### config.mk
export PLATFORM = sky130hd
export DESIGN_NAME = row_col_cod_ramp
export DESIGN_NICKNAME = d
export VERILOG_FILES = /design/src/rtl/row_col_cod_ramp_pkg.sv /design/src/rtl/row_col_cod_ramp_dec.sv /design/src/rtl/row_col_cod_ramp.sv
export SDC_FILE = /design/constraint.sdc
export NUM_CORES = 1
export LEC_CHECK = 0
export ABC_AREA = 1
export BUFFER_PORTS_ARGS = -buffer_cell sky130_fd_sc_hd__buf_2
export CORE_ASPECT_RATIO = 1.25
export CORE_UTILIZATION = 50
export CTS_CLUSTER_DIAMETER = 150
export DETAILED_ROUTE_END_ITERATION = 10
export PLACE_DENSITY = 0.71
export SYNTH_ARGS = -nofsm -noshare
export SYNTH_HDL_FRONTEND = slang
export SYNTH_SLANG_ARGS = --single-unit
### constraint.sdc
create_clock -name clk -period 5.24 [get_ports clk]
set_input_delay 1.048 -clock clk [delete_from_list [all_inputs] [get_ports clk]]
set_output_delay 1.048 -clock clk [all_outputs]
set_load 0.01 [all_outputs]
### src/rtl/row_col_cod_ramp_pkg.sv
// Shared helpers for the DCO capacitor-bank row/column ramp coder:
// target clamping, code -> (row, column) split, LFSR seed and a 16x16 output bundle type.
package dco_cod_pkg;

    localparam logic [15:0] LFSR_SEED = 16'hACE1;

    typedef struct packed {
        int unsigned r;
        int unsigned c;
    } rc_t;

    typedef struct packed {
        logic [15:0] r_all;
        logic [15:0] row;
        logic [15:0] col;
    } cod16_t;

    function automatic int unsigned code_clamp(input int unsigned code, input int unsigned max_code);
        return (code > max_code) ? max_code : code;
    endfunction

    function automatic rc_t row_col_split(input int unsigned code, input int unsigned col_w);
        rc_t rc;
        rc.r = code / col_w;
        rc.c = code % col_w;
        return rc;
    endfunction

endpackage

### src/rtl/row_col_cod_ramp_dec.sv
// Combinational code -> bank decoder: rows below r fully on, row r one-hot,
// columns below c on within the active row.
module row_col_dec
    import dco_cod_pkg::*;
#(
    parameter int ROW_W  = 16,
    parameter int COL_W  = 16,
    parameter int WORD_W = $clog2(ROW_W*COL_W)
) (
    input  logic [WORD_W-1:0] i_code,
    output logic [ROW_W-1:0]  o_r_all,
    output logic [ROW_W-1:0]  o_row,
    output logic [COL_W-1:0]  o_col
);

    localparam logic [ROW_W-1:0] ONE_R = ROW_W'(1);
    localparam logic [COL_W-1:0] ONE_C = COL_W'(1);

    rc_t w_rc;

    assign w_rc = row_col_split(32'(i_code), COL_W);

    // A one-hot minus one is exactly the thermometer of everything below it.
    assign o_row   = ONE_R << w_rc.r;
    assign o_r_all = o_row - ONE_R;
    assign o_col   = (ONE_C << w_rc.c) - ONE_C;

endmodule

### src/rtl/row_col_cod_ramp.sv
// Slew-limited ramp from the current bank code to a clamped target, registered bank drive.
// Optional LFSR dither of the settled code when ROW_COL_COD_DITHER_EN is defined.
module row_col_cod_ramp
    import dco_cod_pkg::*;
#(
    parameter int ROW_W    = 16,
    parameter int COL_W    = 16,
    parameter int WORD_W   = $clog2(ROW_W*COL_W),
    parameter int STEP_MAX = 1,
    parameter int TICK_DIV = 1,
    parameter int RST_CODE = 0
) (
    input  logic              clk,
    input  logic              rst,
    input  logic              en,
`ifdef ROW_COL_COD_DITHER_EN
    input  logic              dith_en,
`endif
    input  logic [WORD_W-1:0] word,
    output logic [ROW_W-1:0]  r_all,
    output logic [ROW_W-1:0]  row,
    output logic [COL_W-1:0]  col,
    output logic [WORD_W-1:0] cur_code,
    output logic              busy,
    output logic              done
);

    localparam int                MAX_CODE = ROW_W*COL_W - 1;
    localparam int                STEP_EFF = (STEP_MAX > MAX_CODE) ? MAX_CODE : STEP_MAX;
    localparam logic [WORD_W-1:0] STEP     = WORD_W'(STEP_EFF);
    localparam logic [WORD_W-1:0] MAX_W    = WORD_W'(MAX_CODE);
    localparam logic [WORD_W-1:0] RST_W    = WORD_W'(RST_CODE);
    localparam int                CNT_W    = (TICK_DIV > 1) ? $clog2(TICK_DIV) : 1;
    localparam logic [CNT_W-1:0]  CNT_LAST = CNT_W'(TICK_DIV - 1);

    localparam rc_t              RST_RC   = row_col_split(RST_CODE, COL_W);
    localparam logic [ROW_W-1:0] ONE_R    = ROW_W'(1);
    localparam logic [COL_W-1:0] ONE_C    = COL_W'(1);
    localparam logic [ROW_W-1:0] RST_ROW  = ONE_R << RST_RC.r;
    localparam logic [ROW_W-1:0] RST_RALL = RST_ROW - ONE_R;
    localparam logic [COL_W-1:0] RST_COL  = (ONE_C << RST_RC.c) - ONE_C;

    logic [WORD_W-1:0] r_tgt, r_cur;
    logic [CNT_W-1:0]  r_cnt;
    logic              r_busy, r_done;
    logic [ROW_W-1:0]  r_thermo, r_row;
    logic [COL_W-1:0]  r_col;

    logic [WORD_W-1:0] w_tgt_nxt, w_cur_nxt, w_diff, w_app;
    logic              w_tick, w_busy_nxt, w_dbit;
    logic [ROW_W-1:0]  w_thermo, w_row;
    logic [COL_W-1:0]  w_col;

    assign w_tgt_nxt = WORD_W'(code_clamp(32'(word), MAX_CODE));
    assign w_tick    = (r_cnt == CNT_LAST);

    // Step toward the previously registered target; the min() keeps us from overshooting.
    always_comb begin
        w_cur_nxt = r_cur;
        w_diff    = '0;
        if (w_tick) begin
            if (r_cur < r_tgt) begin
                w_diff    = r_tgt - r_cur;
                w_cur_nxt = r_cur + ((w_diff > STEP) ? STEP : w_diff);
            end else if (r_cur > r_tgt) begin
                w_diff    = r_cur - r_tgt;
                w_cur_nxt = r_cur - ((w_diff > STEP) ? STEP : w_diff);
            end
        end
    end

    assign w_busy_nxt = (w_cur_nxt != w_tgt_nxt);

`ifdef ROW_COL_COD_DITHER_EN
    logic [15:0] r_lfsr, w_lfsr_nxt;

    assign w_lfsr_nxt = {r_lfsr[14:0], r_lfsr[15] ^ r_lfsr[13] ^ r_lfsr[12] ^ r_lfsr[10]};
    // Dither only a settled code, and never past the top of the bank.
    assign w_dbit = dith_en & ~w_busy_nxt & w_lfsr_nxt[0] & (w_cur_nxt != MAX_W);

    always_ff @(posedge clk or negedge rst) begin
        if (!rst)    r_lfsr <= LFSR_SEED;
        else if (en) r_lfsr <= w_lfsr_nxt;
    end
`else
    assign w_dbit = 1'b0;
`endif

    assign w_app = w_cur_nxt + WORD_W'(w_dbit);

    row_col_dec #(
        .ROW_W  (ROW_W),
        .COL_W  (COL_W),
        .WORD_W (WORD_W)
    ) u_dec (
        .i_code  (w_app),
        .o_r_all (w_thermo),
        .o_row   (w_row),
        .o_col   (w_col)
    );

    always_ff @(posedge clk or negedge rst) begin
        if (!rst) begin
            r_tgt    <= RST_W;
            r_cur    <= RST_W;
            r_cnt    <= '0;
            r_busy   <= 1'b0;
            r_done   <= 1'b0;
            r_thermo <= RST_RALL;
            r_row    <= RST_ROW;
            r_col    <= RST_COL;
        end else begin
            r_done <= 1'b0;
            if (en) begin
                r_tgt    <= w_tgt_nxt;
                r_cur    <= w_cur_nxt;
                r_cnt    <= w_tick ? '0 : r_cnt + CNT_W'(1);
                r_busy   <= w_busy_nxt;
                r_done   <= w_tick & r_busy & ~w_busy_nxt;
                r_thermo <= w_thermo;
                r_row    <= w_row;
                r_col    <= w_col;
            end
        end
    end

    assign r_all    = r_thermo;
    assign row      = r_row;
    assign col      = r_col;
    assign cur_code = r_cur;
    assign busy     = r_busy;
    assign done     = r_done;

endmodule
==> Word-level counts from Yosys, hierarchy flattened <==
Cells that the tools add are included.
{ "word_totals": {"regBits": 67, "output_inout_bits": 58, "input_bits": 11, "wordCells": 33} }
{ "classes": {"mux": 7, "addsub": 7, "n_eq_ne": 1, "shifts": 2, "n_lt_le_gt_ge": 4, "bitwise": 4} }
{ "ops": {"columns": ["op", "count"], "rows": [
  ["8-bit 2-to-1 mux", 5],
  ["1-bit by 4-bit << shifter with 16-bit output, first input constant", 2],
  ["16-bit by 1-bit subtractor with 16-bit output, second input constant", 2],
  ["8-bit subtractor", 3],
  ["8-bit by 1-bit greater-than comparator with 1-bit output, second input constant", 2],
  ["8-bit adder", 1],
  ["8-bit greater-than comparator", 1],
  ["8-bit less-than comparator", 1],
  ["8-bit inequality test", 1],
  ["1-bit bitwise AND", 2],
  ["1-bit 2-to-1 mux", 2],
  ["1-bit inverter", 2],
  ["1-bit adder, second input constant", 1]
]} }

==> Logic depth before layout (Yosys ltp) <==
Gate-level depths: netlist of run 1.
{ "logic_depth": {"ltp_word": 11, "depth_mapped": 38, "depth_no_buf": 38} }

==> Modules after synthesis <==
Synthesis of run 1 repeated with hierarchy kept, for this count alone.
{ "hier_totals": {"cells_unflattened": 716, "hier_area_um2": 4733.3} }
{ "modules_own_cells": {"columns": ["module", "area_per_inst_um2", "n_inst", "cells_per_inst"], "rows": [
  ["row_col_cod_ramp", 4314.1, 1, 621],
  ["row_col_dec", 419.2, 1, 95]
]} }

==> Worst setup path before layout of run 1 <==
Ideal clock, no wire load.
{ "synth_path": {"path_kind": "register to register", "from": "register r_cur[0] (netlist: cur_code[0])", "to": "register r_thermo[10] (netlist: r_all[10])", "setup_ps": 117, "arrival_ps": 4170, "path_stages_with_launch": 38, "synth_period_minus_slack_ps": 4287, "slack_ps": 953, "path_buffers": 0, "required_ps": 5123, "path_cell_list": "dfrtp_1 -> inv_1 -> ha_1 -> fa_1 -> inv_1 -> nand2_1 -> nand2_1 -> nand3_2 -> nand3_1 -> nand2_1 -> nor2_4 -> nand3_2 -> nand2_2 -> inv_1 -> fa_1 -> inv_1 -> a21oi_1 -> o21ai_0 -> (+2 left out) -> nand2_1 -> nand2_1 -> nand2_1 -> nand2_1 -> o21ai_1 -> nand2_4 -> inv_1 -> a21oi_2 -> nand2_1 -> nor2_1 -> inv_1 -> ha_1 -> inv_1 -> nor2_1 -> nand4_1 -> nor2_1 -> nor2_1 -> nor2_1"} }
{ "synth_via": {"elab_chain_len": 9, "word_cells_on_any_way": 15, "cone_classes": "5 x add/sub; 4 x order compare; 1 x shift; 5 x mux"} }
{ "synth_rtl": {"columns": ["item", "line_no", "source"], "rows": [
  ["start, declared", "row_col_cod_ramp.sv:43", "logic [WORD_W-1:0] r_tgt, r_cur;"],
  ["start signal, assigned", "row_col_cod_ramp.sv:116", "r_cur <= w_cur_nxt;"],
  ["8-bit subtractor", "row_col_cod_ramp.sv:66", "w_diff = r_cur - r_tgt;"],
  ["8-bit by 1-bit greater-than comparator with 1-bit output", "row_col_cod_ramp.sv:67", "w_cur_nxt = r_cur - ((w_diff > STEP) ? STEP : w_diff);"],
  ["8-bit 2-to-1 mux", "row_col_cod_ramp.sv:67", null],
  ["8-bit subtractor", "row_col_cod_ramp.sv:67", null],
  ["8-bit 2-to-1 mux", "row_col_cod_ramp.sv:65", "end else if (r_cur > r_tgt) begin"],
  ["8-bit 2-to-1 mux (*)", "row_col_cod_ramp.sv:62", "if (r_cur < r_tgt) begin"],
  ["8-bit 2-to-1 mux (*)", "row_col_cod_ramp.sv:61", "if (w_tick) begin"],
  ["1-bit by 4-bit << shifter with 16-bit output (*)", "row_col_cod_ramp_dec.sv:24", "assign o_row = ONE_R << w_rc.r;"],
  ["16-bit by 1-bit subtractor with 16-bit output (*)", "row_col_cod_ramp_dec.sv:25", "assign o_r_all = o_row - ONE_R;"],
  ["end signal, assigned", "row_col_cod_ramp.sv:120", "r_thermo <= w_thermo;"],
  ["end, declared", "row_col_cod_ramp.sv:46", "logic [ROW_W-1:0] r_thermo, r_row;"]
]} }
Every way passes the cells marked *; elsewhere a longest branch is shown, timed or not.
A chain may end at the register's enable or synchronous reset.

==> Final worst setup path of run 1 <==
{ "layout_path": {"from": "register r_cur[0] (netlist: cur_code[0])", "to": "register r_thermo[14] (netlist: r_all[14])"} }
Same word-level chain as after synthesis.

==> results of run 1 <==
-- how the worst max path moves through the flow --
| stage | start | cells past startpoint | end | slack [ns] |
|---|---|---|---|---|
| finish | cur_code[0] | 35 | r_all[14] | 0.55 |
| global route | cur_code[0] | 36 | r_all[14] | -0.01 |
| CTS | cur_code[1] | 35 | r_all[14] | 0.47 |
| detailed placement | cur_code[1] | 35 | r_all[14] | 0.48 |
| global placement | cur_code[1] | 35 | r_all[14] | 0.63 |
| floorplan | cur_code[0] | 37 | r_all[10] | 0.95 |
-- cell families after synthesis --
family | count (synthesis) | share of synthesized area [%]
and+or+nand+nor | 341 | 32.5
buffers and inverters | 99 | 8.62
AOI/OAI and AO/OA | 93 | 11.0
DFF | 66 | 35.3
adders and majority gates | 33 | 9.45
xor gates and xnor gates | 16 | 2.99
other | 2 | 0.160
-- registers in the layout, summed over array words and instances (netlist names) --
signal and count:
col 16, r_all 16, row 16, cur_code 8, r_tgt 8, busy 1
done 1
-- timing repair --
item                       4_1_cts  5_1_grt
setup endpoints to repair        0        7
gates resized for setup          0        4
hold endpoints to repair         0        0
-- cell usage in the layout, fill, tap and decap left out, drive strengths merged, types with 5 or more instances in the layout --
| cell | n |
|---|---|
| nand2 | 209 |
| inv | 81 |
| buf | 70 |
| dfrtp | 65 |
| nor2 | 62 |
| o21ai | 57 |
| nand3 | 45 |
| ha | 29 |
| a21oi | 20 |
| xor2 | 14 |
| conb | 14 |
| clkbuf | 11 |
| nand4 | 9 |
| nor3 | 8 |
| a31oi | 5 |
-- final cells by class --
cell class | instances | area, um2
Sequential cell | 66 | 1660
Multi-Input combinational cell | 497 | 2680
Clock buffer | 11 | 243
Inverter | 81 | 304
Timing Repair Buffer | 70 | 355
Clock inverter | 5 | 77.6
Tap cell | 123 | 154
Fill cell | 850 | 3650
-- per-stage QoR --
stage                     worst slack [ns]  hold WS [ns]
after global placement               0.630         0.459
after CTS                            0.471         0.475
after floorplan                      0.953         0.492
after detailed placement             0.482         0.461
after global routing               -0.0102         0.500
final                                0.555         0.469
-- worst register-to-register path, delay by kind of cell (launching register included) --
family | cells | cell delay (ns)
buffers and inverters | 6 | 0.58
flip-flops | 1 | 0.41
AO/OA/AOI/OAI | 6 | 0.66
AND/OR/NAND/NOR | 19 | 1.61
adder cells (fa/ha/maj) | 4 | 1.27
-- routing by layer --
metal  track usage, %  up-vias  wire, um
met5                0        -         0
met4             12.2        0       329
met3             5.21       27       498
met2             45.1      128      5940
met1             33.1     2057      5180
li1                 -     2208         -
==> report_table.html, run 1 <==
<table>
<tr><th>Metric</th><th>Value</th></tr>
<tr><th colspan="2">Run status</th></tr>
<tr><td>Run status</td><td>finished clean</td></tr>
<tr><th colspan="2">Min path</th></tr>
<tr><td>Hold path start</td><td>col[10]</td></tr>
<tr><td>Class of the worst hold path</td><td>reg2reg</td></tr>
<tr><td>WHS Endpoint</td><td>col[10]</td></tr>
<tr><td>Number of instances on the worst hold path</td><td>2</td></tr>
<tr><th colspan="2">Synth</th></tr>
<tr><td>Async set or reset register ratio after synthesis</td><td>100%</td></tr>
<tr><td>Most instantiated library cell after synthesis</td><td>nand2_1</td></tr>
<tr><td>Sequential element share of the synthesized area</td><td>between 30% and 40%</td></tr>
<tr><td>Area fraction of the dominant cell type after synthesis</td><td>34.7%</td></tr>
<tr><td>Number of distinct library cell variants in the gate-level netlist after synthesis</td><td>44</td></tr>
<tr><td>Post-Syn Area</td><td>between 0.004 and 0.005 mm2</td></tr>
<tr><td>Flip-flop and latch count after synthesis</td><td>66</td></tr>
<tr><td>Top post-synthesis cells by area</td><td>dfrtp_1 35%, nand2_1 15%, ha_1 7.7%</td></tr>
<tr><td>Mean Syn Cell Area</td><td>roughly 7.2 um2</td></tr>
<tr><td>Post-synthesis cell type with the largest combined area</td><td>dfrtp_1</td></tr>
<tr><td>Number of synthesized flops with an enable pin</td><td>0</td></tr>
<tr><td>Dominant register cell in the synthesized netlist</td><td>dfrtp_1</td></tr>
<tr><td>Number of cells produced by synthesis</td><td>650</td></tr>
<tr><td>Number of warnings issued by yosys</td><td>0</td></tr>
<tr><td>Leading post-synthesis cells by instance count</td><td>193 x nand2_1, 71 x inv_1, 65 x dfrtp_1</td></tr>
<tr><th colspan="2">Place</th></tr>
<tr><td>Quantity of I/O buffers inserted on ports</td><td>68</td></tr>
<tr><td>Final GP Congestion</td><td>0.926</td></tr>
<tr><td>Area after detailed placement</td><td>between 0.005 and 0.006 mm2</td></tr>
<tr><td>Count of placed standard cells including taps</td><td>roughly 840</td></tr>
<tr><td>Placed wire-length estimate</td><td>around 9000 um</td></tr>
<tr><th colspan="2">Worst setup path</th></tr>
<tr><td>Critical path buffer and inverter count</td><td>6</td></tr>
<tr><td>CP delay by family, top</td><td>simple AND/OR/NAND/NOR gates</td></tr>
<tr><td>Endpoint of the worst-slack reg-to-reg timing path</td><td>r_all[14]</td></tr>
<tr><td>Largest fanout on the critical path</td><td>10</td></tr>
<tr><td>Cell count of the worst reg-to-reg path</td><td>35</td></tr>
<tr><td>CP Class</td><td>reg2reg</td></tr>
<tr><td>Worst reg2reg setup slack</td><td>approximately 0.55 ns</td></tr>
<tr><td>Endpoint class of the critical path</td><td>flip-flop</td></tr>
<tr><td>CP most frequent cell</td><td>nand2_1</td></tr>
<tr><td>Arrival time of the worst setup path</td><td>4.90 ns</td></tr>
<tr><td>Required arrival time at the worst endpoint</td><td>5.46 ns</td></tr>
<tr><td>Slowest cell on the critical path</td><td>dfrtp_2</td></tr>
<tr><td>Critical R2R Launch</td><td>cur_code[0]</td></tr>
<tr><td>Slowest cell delay on critical path</td><td>approximately 0.41 ns</td></tr>
<tr><td>CP Launch Type</td><td>flip-flop</td></tr>
<tr><th colspan="2">Layout</th></tr>
<tr><td>Fin nets</td><td>slightly below 800</td></tr>
<tr><td>Post-route cell area</td><td>approximately 0.0055 mm2</td></tr>
<tr><td>Syn-to-layout area delta</td><td>16.7%</td></tr>
<tr><td>Number of antenna repair diodes</td><td>0</td></tr>
<tr><td>Utilization after layout</td><td>between 50% and 60%</td></tr>
<tr><td>Post-Layout Cell Count</td><td>853</td></tr>
<tr><td>Fraction of layout cells with a size suffix above 1</td><td>19.2%</td></tr>
<tr><th colspan="2">Global routing</th></tr>
<tr><td>Largest net degree at the start of global routing</td><td>65</td></tr>
<tr><td>Number of antenna violations at the first check in global routing</td><td>0</td></tr>
<tr><td>Wire length of the first global-routing pass</td><td>between 20000 and 25000 um</td></tr>
<tr><td>Combined global-route utilization of all metal layers</td><td>a little over a quarter</td></tr>
<tr><td>Number of global-route vias before repair</td><td>4333</td></tr>
<tr><td>GR Overflow Total</td><td>0</td></tr>
<tr><th colspan="2">Clock tree</th></tr>
<tr><td>Clk_lat worst skew</td><td>between 0.3 and 0.4 ns</td></tr>
<tr><td>Clock H-tree levels</td><td>3</td></tr>
<tr><td>Post-CTS Setup Inserts</td><td>0</td></tr>
<tr><td>TritonCTS clock tree</td><td>yes</td></tr>
<tr><td>Clock input transition at the sequential cells of the worst setup and hold paths</td><td>roughly 0.050 ns</td></tr>
<tr><td>Hold buffer count at CTS</td><td>0</td></tr>
<tr><td>Master cell of the clock root buffer</td><td>clkbuf_16</td></tr>
<tr><td>Clock buffers created by TritonCTS</td><td>9</td></tr>
<tr><td>Sinks on the clock net</td><td>66</td></tr>
<tr><td>Longest Clk Path Bufs</td><td>2</td></tr>
<tr><th colspan="2">Drt</th></tr>
<tr><td>Via count</td><td>between 4000 and 5000</td></tr>
<tr><td>Detailed-route wire length</td><td>roughly 12000 um</td></tr>
<tr><td>Post-DR vias/cell</td><td>between 5 and 6</td></tr>
<tr><td>First-pass iteration count of the detailed router</td><td>5</td></tr>
<tr><td>Post-detailed-route count of antenna-violating nets</td><td>0</td></tr>
<tr><td>First-iteration detailed-routing DRC count</td><td>roughly 220</td></tr>
<tr><td>DRC violation count after routing</td><td>0</td></tr>
<tr><td>Post-detailed-route wirelength per cell</td><td>~14 um</td></tr>
<tr><th colspan="2">Job</th></tr>
<tr><td>Max cap viols</td><td>0</td></tr>
<tr><th colspan="2">Floorplanning</th></tr>
<tr><td>Width of the chip</td><td>between 80 and 90 um</td></tr>
<tr><td>Starting utilization of the core area</td><td>between 50% and 60%</td></tr>
<tr><td>Die footprint</td><td>0.00977 mm2</td></tr>
<tr><td>Area of the core</td><td>0.00913 mm2</td></tr>
<tr><td>Row cnt</td><td>39</td></tr>
<tr><td>Overall die height</td><td>110 um</td></tr>
<tr><td>I/O Pins</td><td>between 60 and 70</td></tr>
<tr><th colspan="2">Timing</th></tr>
<tr><td>Final period demand of the worst path</td><td>around 4.7 ns</td></tr>
<tr><td>Final total negative setup slack</td><td>0 ns</td></tr>
<tr><td>Tcrit/Tclk final</td><td>slightly below 90%</td></tr>
<tr><td>Actual transition at the worst max-transition pin</td><td>~0.97 ns</td></tr>
<tr><td>Number of slew-limit violations in the final report</td><td>0</td></tr>
<tr><td>Relative slew slack</td><td>35.3%</td></tr>
<tr><td>Setup Viol. Count Final</td><td>0</td></tr>
<tr><td>Clock skew after layout</td><td>0.00714 ns</td></tr>
<tr><td>Maximum operating frequency</td><td>about 210 MHz</td></tr>
<tr><td>Final hold violation count</td><td>0</td></tr>
</table>
Power of run 1 is left out: the tool's default activity adds up to more than one toggle a clock period on the data nets, which glitch-free logic cannot reach.
==> run 2: changes to the inputs <==
PLACE_DENSITY = 0.68   (was 0.71)
==> run 2 against run 1 <==
Effect of this change: die area is the same; cell area about the same; final cell count did not move; critical path depth rose by 1; via count shrank 0.14%; non-clock buffer count did not move.
==> report_table.html, run 2 (synthesized netlist as in run 1, its figures left out) <==
<table>
<tr><th>Metric</th><th>Value</th></tr>
<tr><th colspan="2">Run status</th></tr>
<tr><td>Run status</td><td>finished clean</td></tr>
<tr><th colspan="2">Place</th></tr>
<tr><td>Area after detailed placement</td><td>between 0.005 and 0.006 mm2</td></tr>
<tr><td>Placement-stage worst setup slack</td><td>between 0.3 and 0.4 ns</td></tr>
<tr><td>Final GP Congestion</td><td>~0.90</td></tr>
<tr><td>Quantity of I/O buffers inserted on ports</td><td>~70</td></tr>
<tr><td>Placed wire-length estimate</td><td>9190 um</td></tr>
<tr><th colspan="2">Global routing</th></tr>
<tr><td>Wire length of the first global-routing pass</td><td>between 15000 and 20000 um</td></tr>
<tr><td>Number of global-route vias before repair</td><td>between 4000 and 5000</td></tr>
<tr><td>Largest net degree at the start of global routing</td><td>67</td></tr>
<tr><td>Combined global-route utilization of all metal layers</td><td>about a quarter</td></tr>
<tr><td>GR Overflow Total</td><td>0</td></tr>
<tr><td>Number of antenna violations at the first check in global routing</td><td>0</td></tr>
<tr><th colspan="2">Layout</th></tr>
<tr><td>Commonest non-fill, non-tap cell in the layout</td><td>nand2_1</td></tr>
<tr><td>Number of antenna repair diodes</td><td>0</td></tr>
<tr><td>Utilization after layout</td><td>about 60%</td></tr>
<tr><td>Most frequent cells in the layout</td><td>193 x nand2_1, 71 x inv_1, 68 x buf_2</td></tr>
<tr><td>Syn-to-layout area delta</td><td>16.8%</td></tr>
<tr><td>Fraction of layout cells with a size suffix above 1</td><td>between 10% and 20%</td></tr>
<tr><td>Filler cell count</td><td>a little under 900</td></tr>
<tr><td>Post-route cell area</td><td>approximately 0.0055 mm2</td></tr>
<tr><td>Fin nets</td><td>~770</td></tr>
<tr><th colspan="2">Floorplanning</th></tr>
<tr><td>Row cnt</td><td>39</td></tr>
<tr><td>Die footprint</td><td>roughly 0.01 mm2</td></tr>
<tr><td>I/O Pins</td><td>roughly 70</td></tr>
<tr><td>Width of the chip</td><td>a little under 90 um</td></tr>
<tr><td>Overall die height</td><td>about 110 um</td></tr>
<tr><td>Area of the core</td><td>0.00913 mm2</td></tr>
<tr><td>Starting utilization of the core area</td><td>between 50 and 60%</td></tr>
<tr><th colspan="2">Clock tree</th></tr>
<tr><td>TritonCTS clock tree</td><td>yes</td></tr>
<tr><td>Clock input transition at the sequential cells of the worst setup and hold paths</td><td>about 0.05 ns</td></tr>
<tr><td>Sinks on the clock net</td><td>66</td></tr>
<tr><td>Master cell of the clock root buffer</td><td>clkbuf_16</td></tr>
<tr><td>Clock H-tree levels</td><td>3</td></tr>
<tr><td>Longest Clk Path Bufs</td><td>2</td></tr>
<tr><td>Clk_lat worst skew</td><td>about 0.33 ns</td></tr>
<tr><td>Clock buffers created by TritonCTS</td><td>9</td></tr>
<tr><th colspan="2">Timing</th></tr>
<tr><td>Actual transition at the worst max-transition pin</td><td>~1.0 ns</td></tr>
<tr><td>Number of slew-limit violations in the final report</td><td>0</td></tr>
<tr><td>Tcrit/Tclk final</td><td>91.4%</td></tr>
<tr><td>Final period demand of the worst path</td><td>approximately 4.8 ns</td></tr>
<tr><td>Setup Viol. Count Final</td><td>0</td></tr>
<tr><td>Unrepaired setup endpoints after global routing</td><td>no</td></tr>
<tr><td>Final hold violation count</td><td>0</td></tr>
<tr><td>Relative slew slack</td><td>about a third</td></tr>
<tr><td>Clock skew after layout</td><td>0.00733 ns</td></tr>
<tr><td>Fin worst setup slack</td><td>around 0.45 ns</td></tr>
<tr><td>Final total negative setup slack</td><td>0 ns</td></tr>
<tr><td>Maximum operating frequency</td><td>between 200 and 250 MHz</td></tr>
<tr><th colspan="2">Worst setup path</th></tr>
<tr><td>Required arrival time at the worst endpoint</td><td>around 5.5 ns</td></tr>
<tr><td>Endpoint class of the critical path</td><td>flip-flop</td></tr>
<tr><td>CP most frequent cell</td><td>nand2_1</td></tr>
<tr><td>Arrival time of the worst setup path</td><td>5.03 ns</td></tr>
<tr><td>CP Launch Type</td><td>flip-flop</td></tr>
<tr><td>CP delay by family, top</td><td>simple AND/OR/NAND/NOR gates</td></tr>
<tr><td>Critical path buffer and inverter count</td><td>7</td></tr>
<tr><td>Slowest cell delay on critical path</td><td>between 0.4 and 0.5 ns</td></tr>
<tr><td>CP Class</td><td>reg2reg</td></tr>
<tr><td>Largest fanout on the critical path</td><td>10</td></tr>
<tr><td>Slowest cell on the critical path</td><td>dfrtp_2</td></tr>
<tr><th colspan="2">Drt</th></tr>
<tr><td>DRC violation count after routing</td><td>0</td></tr>
<tr><td>Post-DR vias/cell</td><td>5.17</td></tr>
<tr><td>Detailed-route wire length</td><td>roughly 12000 um</td></tr>
<tr><td>Post-detailed-route wirelength per cell</td><td>14.4 um</td></tr>
<tr><td>Via count</td><td>around 4400</td></tr>
<tr><td>First-iteration detailed-routing DRC count</td><td>around 230</td></tr>
<tr><td>Post-detailed-route count of antenna-violating nets</td><td>0</td></tr>
<tr><td>First-pass iteration count of the detailed router</td><td>5</td></tr>
<tr><th colspan="2">Job</th></tr>
<tr><td>Max cap viols</td><td>0</td></tr>
<tr><th colspan="2">Min path</th></tr>
<tr><td>Class of the worst hold path</td><td>reg2reg</td></tr>
</table>
run 2: worst paths after layout:
path	start	endpoint	slack, ns	depth (start not counted)
worst max-delay path	cur_code[0]	r_all[8]	0.45	36
worst min-delay path	col[6]	col[6]	0.47	2
worst max register to register	cur_code[0]	r_all[8]	0.45	36
worst min register to register	col[6]	col[6]	0.47	2
max in group asynchronous	rst	cur_code[1]	3.70	2
min in group asynchronous	rst	r_tgt[7]	0.90	2
run 2: worst reg2reg max path: cells and delay by family, from the launching register on:
family | cells | cell delay [ns]
buffers and inverters | 7 | 0.66
AOI/OAI and AO/OA | 6 | 0.66
adders and majority gates | 4 | 1.30
DFF | 1 | 0.43
and+or+nand+nor | 19 | 1.64
run 2: per-stage QoR:
step / hold slack [ns] / instances
4_1_cts: 0.477 / 853
6_report: 0.473 / 853
3_5_place_dp: 0.464 / 837
5_1_grt: 0.501 / 853
3_3_place_gp: 0.459 / 837
2_1_floorplan: 0.492 / 662
run 2: routing by layer:
layer / global-route usage (%) / up-vias / share of wire (%)
li1: - / 2214 / -
met1: 32.1 / 2065 / 43
met2: 46.2 / 107 / 51
met3: 5.21 / 28 / 3.5
met4: 11.5 / 0 / 2.7
met5: 0 / - / 0
run 2: final cells by class:
| type | count | area (um2) | area share (%) |
|---|---|---|---|
| Multi-Input combinational cell | 497 | 2690 | 49.1 |
| Timing Repair Buffer | 70 | 355 | 6.49 |
| Clock buffer | 11 | 243 | 4.43 |
| Clock inverter | 5 | 77.6 | 1.42 |
| Tap cell | 123 | 154 | 2.81 |
| Inverter | 81 | 304 | 5.55 |
| Sequential cell | 66 | 1660 | 30.2 |
run 2: repair_timing:
action	CTS	global route
endpoints found under the setup margin	0	7
resized for setup	0	5
hold buffers	0	0
setup buffers	0	0
Power of run 2 is left out for the same reason.
